<file path="config.mk">
export PLATFORM = sky130hd
export DESIGN_NAME = serial_subtractor
export DESIGN_NICKNAME = d
export VERILOG_FILES = /design/src/rtl/sersub_pkg.sv /design/src/rtl/serial_subtractor_fs_cell.sv /design/src/rtl/serial_subtractor.sv
export SDC_FILE = /design/constraint.sdc
export NUM_CORES = 1
export LEC_CHECK = 0
export BUFFER_PORTS_ARGS = -buffer_cell sky130_fd_sc_hd__buf_2
export CAP_MARGIN = 20
export CORE_ASPECT_RATIO = 1.2
export CORE_MARGIN = 2
export CORE_UTILIZATION = 55
export CTS_CLUSTER_DIAMETER = 200
export DETAILED_ROUTE_END_ITERATION = 8
export HOLD_SLACK_MARGIN = 0.08
export PLACE_DENSITY = 0.87
export SLEW_MARGIN = 5
export SYNTH_ARGS = -nofsm -noshare
export SYNTH_HDL_FRONTEND = slang
export SYNTH_SLANG_ARGS = --single-unit
</file>
<file path="constraint.sdc">
create_clock -name clk -period 2.2 [get_ports clk]
set_input_delay 0.44 -clock clk [delete_from_list [all_inputs] [get_ports clk]]
set_output_delay 0.44 -clock clk [all_outputs]
set_load 0.1 [all_outputs]
</file>
<file path="src/rtl/sersub_pkg.sv">
// Shared definitions for the bit-serial subtractor: controller states and
// the counter-width helper.
package sersub_pkg;

   typedef enum logic [1:0] {
      IDLE = 2'd0,
      RUN  = 2'd1,
      DONE = 2'd2
   } state_t;

   // Bit counter width: $clog2(width), never below one bit so WIDTH=1 still
   // has a legal counter.
   function automatic int cnt_width(input int width);
      if (width <= 1) begin
         return 1;
      end
      return $clog2(width);
   endfunction

endpackage

</file>
<file path="src/rtl/serial_subtractor_fs_cell.sv">
// Combinational 1-bit full subtractor: d = x - y - bi, bo set on underflow.
module fs_cell (
   input  logic x,
   input  logic y,
   input  logic bi,
   output logic d,
   output logic bo
);

   assign d  = x ^ y ^ bi;
   assign bo = (~x & y) | (~(x ^ y) & bi);

endmodule

</file>
<file path="src/rtl/serial_subtractor.sv">
// Bit-serial subtractor: diff = a - b - bin over WIDTH bits, one bit per
// clock, LSB first, through a single full-subtractor cell.
// Handshakes: a transfer happens on a rising clk edge where valid and ready
// are both 1; in_ready is 1 only in IDLE, out_valid is 1 only in DONE, and
// diff/bout (and ovf) are held stable for as long as out_valid is 1.
// Optional feature: define SERSUB_OVF_EN to add the signed-overflow output ovf.
module serial_subtractor
   import sersub_pkg::*;
#(
   parameter int WIDTH = 8
) (
   input  logic             clk,
   input  logic             rst_n,
   input  logic             in_valid,
   output logic             in_ready,
   input  logic [WIDTH-1:0] a,
   input  logic [WIDTH-1:0] b,
   input  logic             bin,
   output logic             out_valid,
   input  logic             out_ready,
   output logic [WIDTH-1:0] diff,
   output logic             bout
`ifdef SERSUB_OVF_EN
   ,
   output logic             ovf
`endif
);

   localparam int            CW   = cnt_width(WIDTH);
   localparam logic [CW-1:0] LAST = CW'(WIDTH - 1);
   localparam logic [CW-1:0] ONE  = CW'(1);

   state_t           state_q;
   state_t           state_d;
   logic [WIDTH-1:0] a_q;
   logic [WIDTH-1:0] b_q;
   logic [WIDTH-1:0] diff_q;
   logic [WIDTH-1:0] diff_nxt;
   logic             borrow_q;
   logic [CW-1:0]    cnt_q;
   logic             cell_d;
   logic             cell_bo;
   logic             last_bit;

   // The single cell always works on the current operand LSBs.
   fs_cell u_cell (
      .x  (a_q[0]),
      .y  (b_q[0]),
      .bi (borrow_q),
      .d  (cell_d),
      .bo (cell_bo)
   );

   // New difference bits enter at the MSB so the LSB ends up at bit 0.
   generate
      if (WIDTH == 1) begin : g_w1
         assign diff_nxt = cell_d;
      end else begin : g_wn
         assign diff_nxt = {cell_d, diff_q[WIDTH-1:1]};
      end
   endgenerate

   assign last_bit = (cnt_q == LAST);

   // Next-state and handshake outputs.
   always_comb begin
      state_d   = state_q;
      in_ready  = 1'b0;
      out_valid = 1'b0;
      case (state_q)
         IDLE: begin
            in_ready = 1'b1;
            if (in_valid) begin
               state_d = RUN;
            end
         end
         RUN: begin
            if (last_bit) begin
               state_d = DONE;
            end
         end
         DONE: begin
            out_valid = 1'b1;
            if (out_ready) begin
               state_d = IDLE;
            end
         end
         default: begin
            state_d = IDLE;
         end
      endcase
   end

   // State register.
   always_ff @(posedge clk) begin
      if (!rst_n) begin
         state_q <= IDLE;
      end else begin
         state_q <= state_d;
      end
   end

   // Operand shift registers, borrow chain, difference and bit counter.
   always_ff @(posedge clk) begin
      if (!rst_n) begin
         a_q      <= '0;
         b_q      <= '0;
         diff_q   <= '0;
         borrow_q <= 1'b0;
         cnt_q    <= '0;
      end else begin
         case (state_q)
            IDLE: begin
               if (in_valid) begin
                  a_q      <= a;
                  b_q      <= b;
                  borrow_q <= bin;
                  cnt_q    <= '0;
               end
            end
            RUN: begin
               diff_q   <= diff_nxt;
               borrow_q <= cell_bo;
               a_q      <= a_q >> 1;
               b_q      <= b_q >> 1;
               cnt_q    <= cnt_q + ONE;
            end
            default: begin
            end
         endcase
      end
   end

   assign diff = diff_q;
   assign bout = borrow_q;

`ifdef SERSUB_OVF_EN
   logic a_msb_q;
   logic b_msb_q;
   logic ovf_q;

   // Operand MSBs are shifted away during RUN, so keep them from accept time;
   // overflow is resolved on the edge that produces the final diff MSB.
   always_ff @(posedge clk) begin
      if (!rst_n) begin
         a_msb_q <= 1'b0;
         b_msb_q <= 1'b0;
         ovf_q   <= 1'b0;
      end else if (state_q == IDLE && in_valid) begin
         a_msb_q <= a[WIDTH-1];
         b_msb_q <= b[WIDTH-1];
      end else if (state_q == RUN && last_bit) begin
         ovf_q <= (a_msb_q ^ b_msb_q) & (cell_d ^ a_msb_q);
      end
   end

   assign ovf = ovf_q;
`endif

endmodule

</file>
==> results.json, run 1 <==
{
  "post_cts_resize_count": 0,
  "tns_ns": 0,
  "path_max_fanout": 9,
  "number_of_warning_messages_in_the_yosys_log": 0,
  "postRouteWirelength_um": 2510,
  "drv_cap": 0,
  "unrepaired_setup_endpoints_after_global_routing": "false",
  "main_combinational_cell_family_by_area_after_synthesis": "compound AO/OA/AOI/OAI gates",
  "fin_skew_ns": 0.0108,
  "tightest_slew_ns": 0.762,
  "design.final.nets": 189,
  "synth.net_count": 160,
  "yosys.area_share.simple": 0.184,
  "hold_class": "input port to flip-flop",
  "std_cell_rows": 19,
  "nFillCells": 214,
  "cts.path.max_buffers": 2,
  "cts.sink_count": 30,
  "power.density_nw_per_um2": 867,
  "synth.mux.area_fraction": 0.0151,
  "totalPowerFinal_mw": 1.35,
  "finalSetupViolCount": 0,
  "post_drt_via_cell_ratio": 5.34,
  "postSynthRegisterBits": 30,
  "cts_made_buffers": 5,
  "antenna_found_initial": 0,
  "cts-hold-fix-buffers": 0,
  "layout-drive-gt1-share": 0.313,
  "synth_compound_area_frac": 0.245,
  "grt_overflow_total": 0,
  "place.gp.congestion": 0.724,
  "port_buffers": 31,
  "die_height_um": 57.7,
  "vias": 1051,
  "min_period_over_period": 0.831,
  "crit_path_end_kind": "output port",
  "h-tree-depth": 2,
  "pins_over_their_slew_limit": 0,
  "tritoncts": "yes",
  "antenna_violating_nets_post_route": 0,
  "fin_area_um2": 1560,
  "fraction_of_the_yosys_area_taken_by_sequential_cells": 0.454,
  "groute.usage.overall": 0.193,
  "area_growth_syn_to_fin_pct": 18.0,
  "hpwlAfterDp_um": 1810,
  "post_synth_num_cell_types": 26,
  "synth_largest_type_area_fraction": 0.454,
  "critPathMaxStageDelay_ns": 0.47,
  "drc": 0,
  "worstSkewPairLatency_ns": 0.33,
  "p_leak_nw": 0.647,
  "die_width_um": 48.8,
  "post-synth-top-area-cell": "dfxtp_1",
  "n_antenna_cell": 0,
  "post_synth_adder_cell_area": 0.0341,
  "synthesis.instances": 136,
  "mappedNetlistArea_um2": 1320,
  "starting_density_of_the_core": 0.579,
  "xor_and_xnor_fraction_of_the_mapped_netlist_area": 0,
  "die_area_um2": 2810,
  "io_pins": 32,
  "max_slew_headroom_at_the_worst_pin": 0.491,
  "grt_max_degree": 31,
  "fp.coreArea_um2": 2280,
  "grt_first_pass_wirelength_um": 4220,
  "clockRootBuffer": "clkbuf_4",
  "placedInstanceArea_um2": 1450,
  "result_of_the_run": "finished, final reports clean",
  "critPathSlowestCell": "dfxtp_1",
  "power.ir.vdd_worst_uv": 828,
  "clk_transition_reported_paths_ns": 0.10,
  "top_post_synthesis_cells_by_area": "dfxtp_1 (45%), o221ai_2 (11%), nor2_1 (7.7%)",
  "synthesis.area_per_instance_um2": 9.72,
  "timing.setup.critical_path_class": "flip-flop to output port",
  "critical_path.cell_chain": "and2b_1, buf_2",
  "critical_path.startpoint_type": "flip-flop",
  "timing.critical_path.required_ns": 1.76,
  "drt-wirelength-per-cell_um": 12.7,
  "cp_data_arrival_time_ns": 1.39,
  "drt_pass1_iterations": 4,
  "maxClockFrequency_mhz": 547,
  "cts.repair_timing.setup_buffer_count": 0,
  "drt_iter0_markers": 7,
  "first_global_vias": 995,
  "timing.final.hold_violations": 0,
  "fin_crit_ns": 1.83
}
-- Yosys cell counts --
cell      count
buf_4         1
o21ba_2       1
nor3b_1       2
or3b_1        1
dfxtp_1      30
buf_6         2
a21oi_1       1
a21boi_0      9
and2b_1       1
buf_12        1
and2_1        1
a22oi_1       5
buf_2         2
fa_1          1
o221ai_2     10
nor2_1       27
ha_1          2
inv_1         4
nand2b_1      1
nor2b_1       6
o221ai_1      4
clkbuf_1      4
o21bai_1      1
o221a_2       1
mux2i_1       2
nand2_1      16
-- critical path: cells and delay by family, from the launching register on --
family	cells	cell delay (ns)
flip-flops	1	0.47
buffers and inverters	1	0.42
AND/OR/NAND/NOR	1	0.18
-- placed cells by master (no fill, tap or decap), types with 4 or more instances in the layout --
cell type,instances
nor2b_1,6
a21boi_0,9
buf_2,31
a22oi_1,5
o221ai_1,4
o221ai_2,10
nor2_1,27
nand2_1,16
dfxtp_1,30
clkbuf_4,5
inv_1,4
-- final cells by class --
type | count | area, µm² | share of cell area
flip-flops and latches | 30 | 601 | 0.385
clock inverters | 2 | 60.1 | 0.0385
well taps | 31 | 38.8 | 0.0249
repair buffers | 32 | 163 | 0.104
inverters | 4 | 15.0 | 0.00962
multi-input cells | 92 | 632 | 0.405
clock buffers | 6 | 51.3 | 0.0329
-- sequential cells by signal (all words and copies together) (netlist names) --
signal	flops
cnt_q	3
state_q	2
bout	1
diff	8
b_q	8
a_q	8
-- power by group --
part           leakage [nW]  total [mW]  switching (mW)  internal [mW]
clock                0.0585       0.574           0.189          0.385
combinational         0.342       0.180           0.117         0.0630
sequential            0.247       0.599          0.0230          0.576
-- final timing paths --
path	startpoint	slack (ns)	depth (start not counted)	end
worst max-delay path	state_q[1]	0.37	2	out_valid
worst min-delay path	bin	0.40	2	bout
worst max register to register	state_q[0]	0.55	3	bout
worst min register to register	diff[0]	0.47	2	diff[0]
-- stage by stage --
step	hold WS, ns	setup slack (ns)	std cells	utilization
6_report	0.403	0.373	197	0.684
5_1_grt	0.403	0.294	197	0.684
4_1_cts	0.403	0.368	197	0.684
3_5_place_dp	0.457	0.475	189	0.635
3_3_place_gp	0.449	0.518	189	0.635
2_1_floorplan	0.441	0.0900	136	-
-- routing by layer --
layer	GRT usage	routed length, µm
met4	0.0857	34
met2	0.354	1360
met3	0.0412	125
met5	0	0
met1	0.216	982
-- logic make-up after synthesis --
logic type,after synthesis
AOI/OAI and AO/OA,32
adders and majority gates,3
buffers and inverters,14
DFF,30
muxes,2
and+or+nand+nor,55
No activity file was read; power rests on OpenSTA's default activity.
==> run 2, diff against run 1 <==
Settings changed: CORE_UTILIZATION 55 to 46, PLACE_DENSITY 0.87 to 0.78.
Clock period 2.2 ns to 1.6 ns, I/O delays scaled along.
==> run 2 against run 1 <==
First-iteration DRC count up 140%. Die area is 18% higher. Via count up 0.19%. Clock power decreased by 25%. Hold slack worse by 0.12 ns. Sequential power increased by 38%. Global-route usage is 2.0 points lower. Sequential share of layout area shrank 0.24 points. Non-clock buffer count rose by 5. Cell count rose by 3.0%. Combinational power grew 48%. Critical path type unchanged. Largest cell class unchanged. Highest routed layer unchanged.
==> results.json, run 2 (synthesis results as in run 1) <==
{
  "result_of_the_run": "finished, final reports clean",
  "hold_class": "input port to flip-flop",
  "fin_skew_ns": 0.00557,
  "drv_cap": 0,
  "area_growth_syn_to_fin_pct": 19.2,
  "layout-drive-gt1-share": 0.343,
  "drt_pass1_iterations": 2,
  "nFillCells": 268,
  "p_leak_nw": 0.652,
  "timing.setup.critical_path_class": "flip-flop to output port",
  "pins_over_their_slew_limit": 0,
  "postRouteWirelength_um": 2560,
  "cts-hold-fix-buffers": 0,
  "place.gp.congestion": 0.684,
  "clockRootBuffer": "clkbuf_4",
  "vias": 1053,
  "antenna_found_initial": 0,
  "tightest_slew_ns": 0.491,
  "drt-wirelength-per-cell_um": 12.6,
  "first_global_vias": 975,
  "reg2reg_setup_slack_ns": 0.23,
  "hpwlAfterDp_um": 1870,
  "worstSkewPairLatency_ns": 0.33,
  "starting_density_of_the_core": 0.479,
  "cts.path.max_buffers": 2,
  "clk_transition_reported_paths_ns": 0.08,
  "die_height_um": 62.7,
  "port_buffers": 31,
  "critical_path.startpoint_type": "flip-flop",
  "drc": 0,
  "tns_ns": 0,
  "die_area_um2": 3320,
  "ff_latch_area_um2": 603,
  "layout_common_cells": "buf_2 (29), dfxtp_1 (28), nor2_1 (26)",
  "tritoncts": "yes",
  "n_antenna_cell": 0,
  "cts_made_buffers": 5,
  "io_pins": 32,
  "maxClockFrequency_mhz": 652,
  "design.final.nets": 194,
  "final_cell_count_no_fill": 203,
  "hold_path_depth": 3,
  "die_width_um": 52.9,
  "unrepaired_setup_endpoints_after_global_routing": "false",
  "cts.sink_count": 30,
  "groute.usage.overall": 0.174,
  "final_common_cell": "buf_2",
  "grt_first_pass_wirelength_um": 4300,
  "power.density_nw_per_um2": 966,
  "drt_iter0_markers": 17,
  "min_period_over_period": 0.958,
  "grt_overflow_total": 0,
  "timing.critical_path.required_ns": 1.28,
  "power.ir.vdd_worst_uv": 599,
  "grt_max_degree": 24,
  "post_drt_via_cell_ratio": 5.19,
  "max_slew_headroom_at_the_worst_pin": 0.675,
  "cp_data_arrival_time_ns": 1.21,
  "fin_crit_ns": 1.53,
  "multi_input_area_um2": 634,
  "worstRegToRegCells": 3,
  "finalSetupViolCount": 0,
  "crit_path_end_kind": "output port",
  "placedCellCount": 197,
  "h-tree-depth": 2,
  "std_cell_rows": 21,
  "timing.final.hold_violations": 0,
  "fp.coreArea_um2": 2760,
  "antenna_violating_nets_post_route": 0,
  "path_max_fanout": 9
}
[run 2: what timing repair did]
item | in CTS | in global routing
setup buffers | 0 | 0
gates resized for setup | 0 | 2
setup endpoints to repair | 0 | 2
[run 2: path summary, 6_finish.rpt]
kind,startpoint,to
worst max-delay path,state_q[1],out_valid
worst min-delay path,a[7],a_q[7]
worst max register to register,state_q[1],bout
worst min register to register,diff[0],diff[0]
[run 2: final cells by class]
class                   instances  area share
flip-flops and latches         30       0.383
repair buffers                 37       0.146
well taps                      34      0.0270
clock buffers                   6      0.0325
inverters                       4     0.00952
multi-input cells              92       0.402
[run 2: power by group]
| group | switching (mW) | total [mW] | internal, mW |
|---|---|---|---|
| clock network | 0.236 | 0.433 | 0.198 |
| logic | 0.165 | 0.266 | 0.101 |
| registers | 0.0317 | 0.824 | 0.793 |
[run 2: stage by stage]
stage | hold slack, ns | total power, mW | util | setup slack (ns) | area [µm²]
floorplan | 0.441 | 1.04 | - | 0.0211 | 1330
global placement | 0.446 | 1.10 | 0.551 | 0.221 | 1520
detailed placement | 0.463 | 1.11 | 0.551 | 0.172 | 1520
CTS | 0.274 | 1.54 | 0.570 | 0.00754 | 1570
global route | 0.278 | 1.60 | 0.571 | 0.0134 | 1580
finish | 0.282 | 1.52 | 0.571 | 0.0674 | 1580
[run 2: routing by layer]
metal  track usage  up-vias  part of all wire
li1              -      539                 -
met1         0.217      480              0.45
met2         0.266       29              0.47
met3        0.0742        5             0.060
met4        0.0577        0             0.013
met5             0        -                 0
[run 2: worst max-delay path, stage by stage (launching register included)]
cell	delay (ns)
dfxtp_1	0.47
and2b_1	0.23
buf_12	0.19
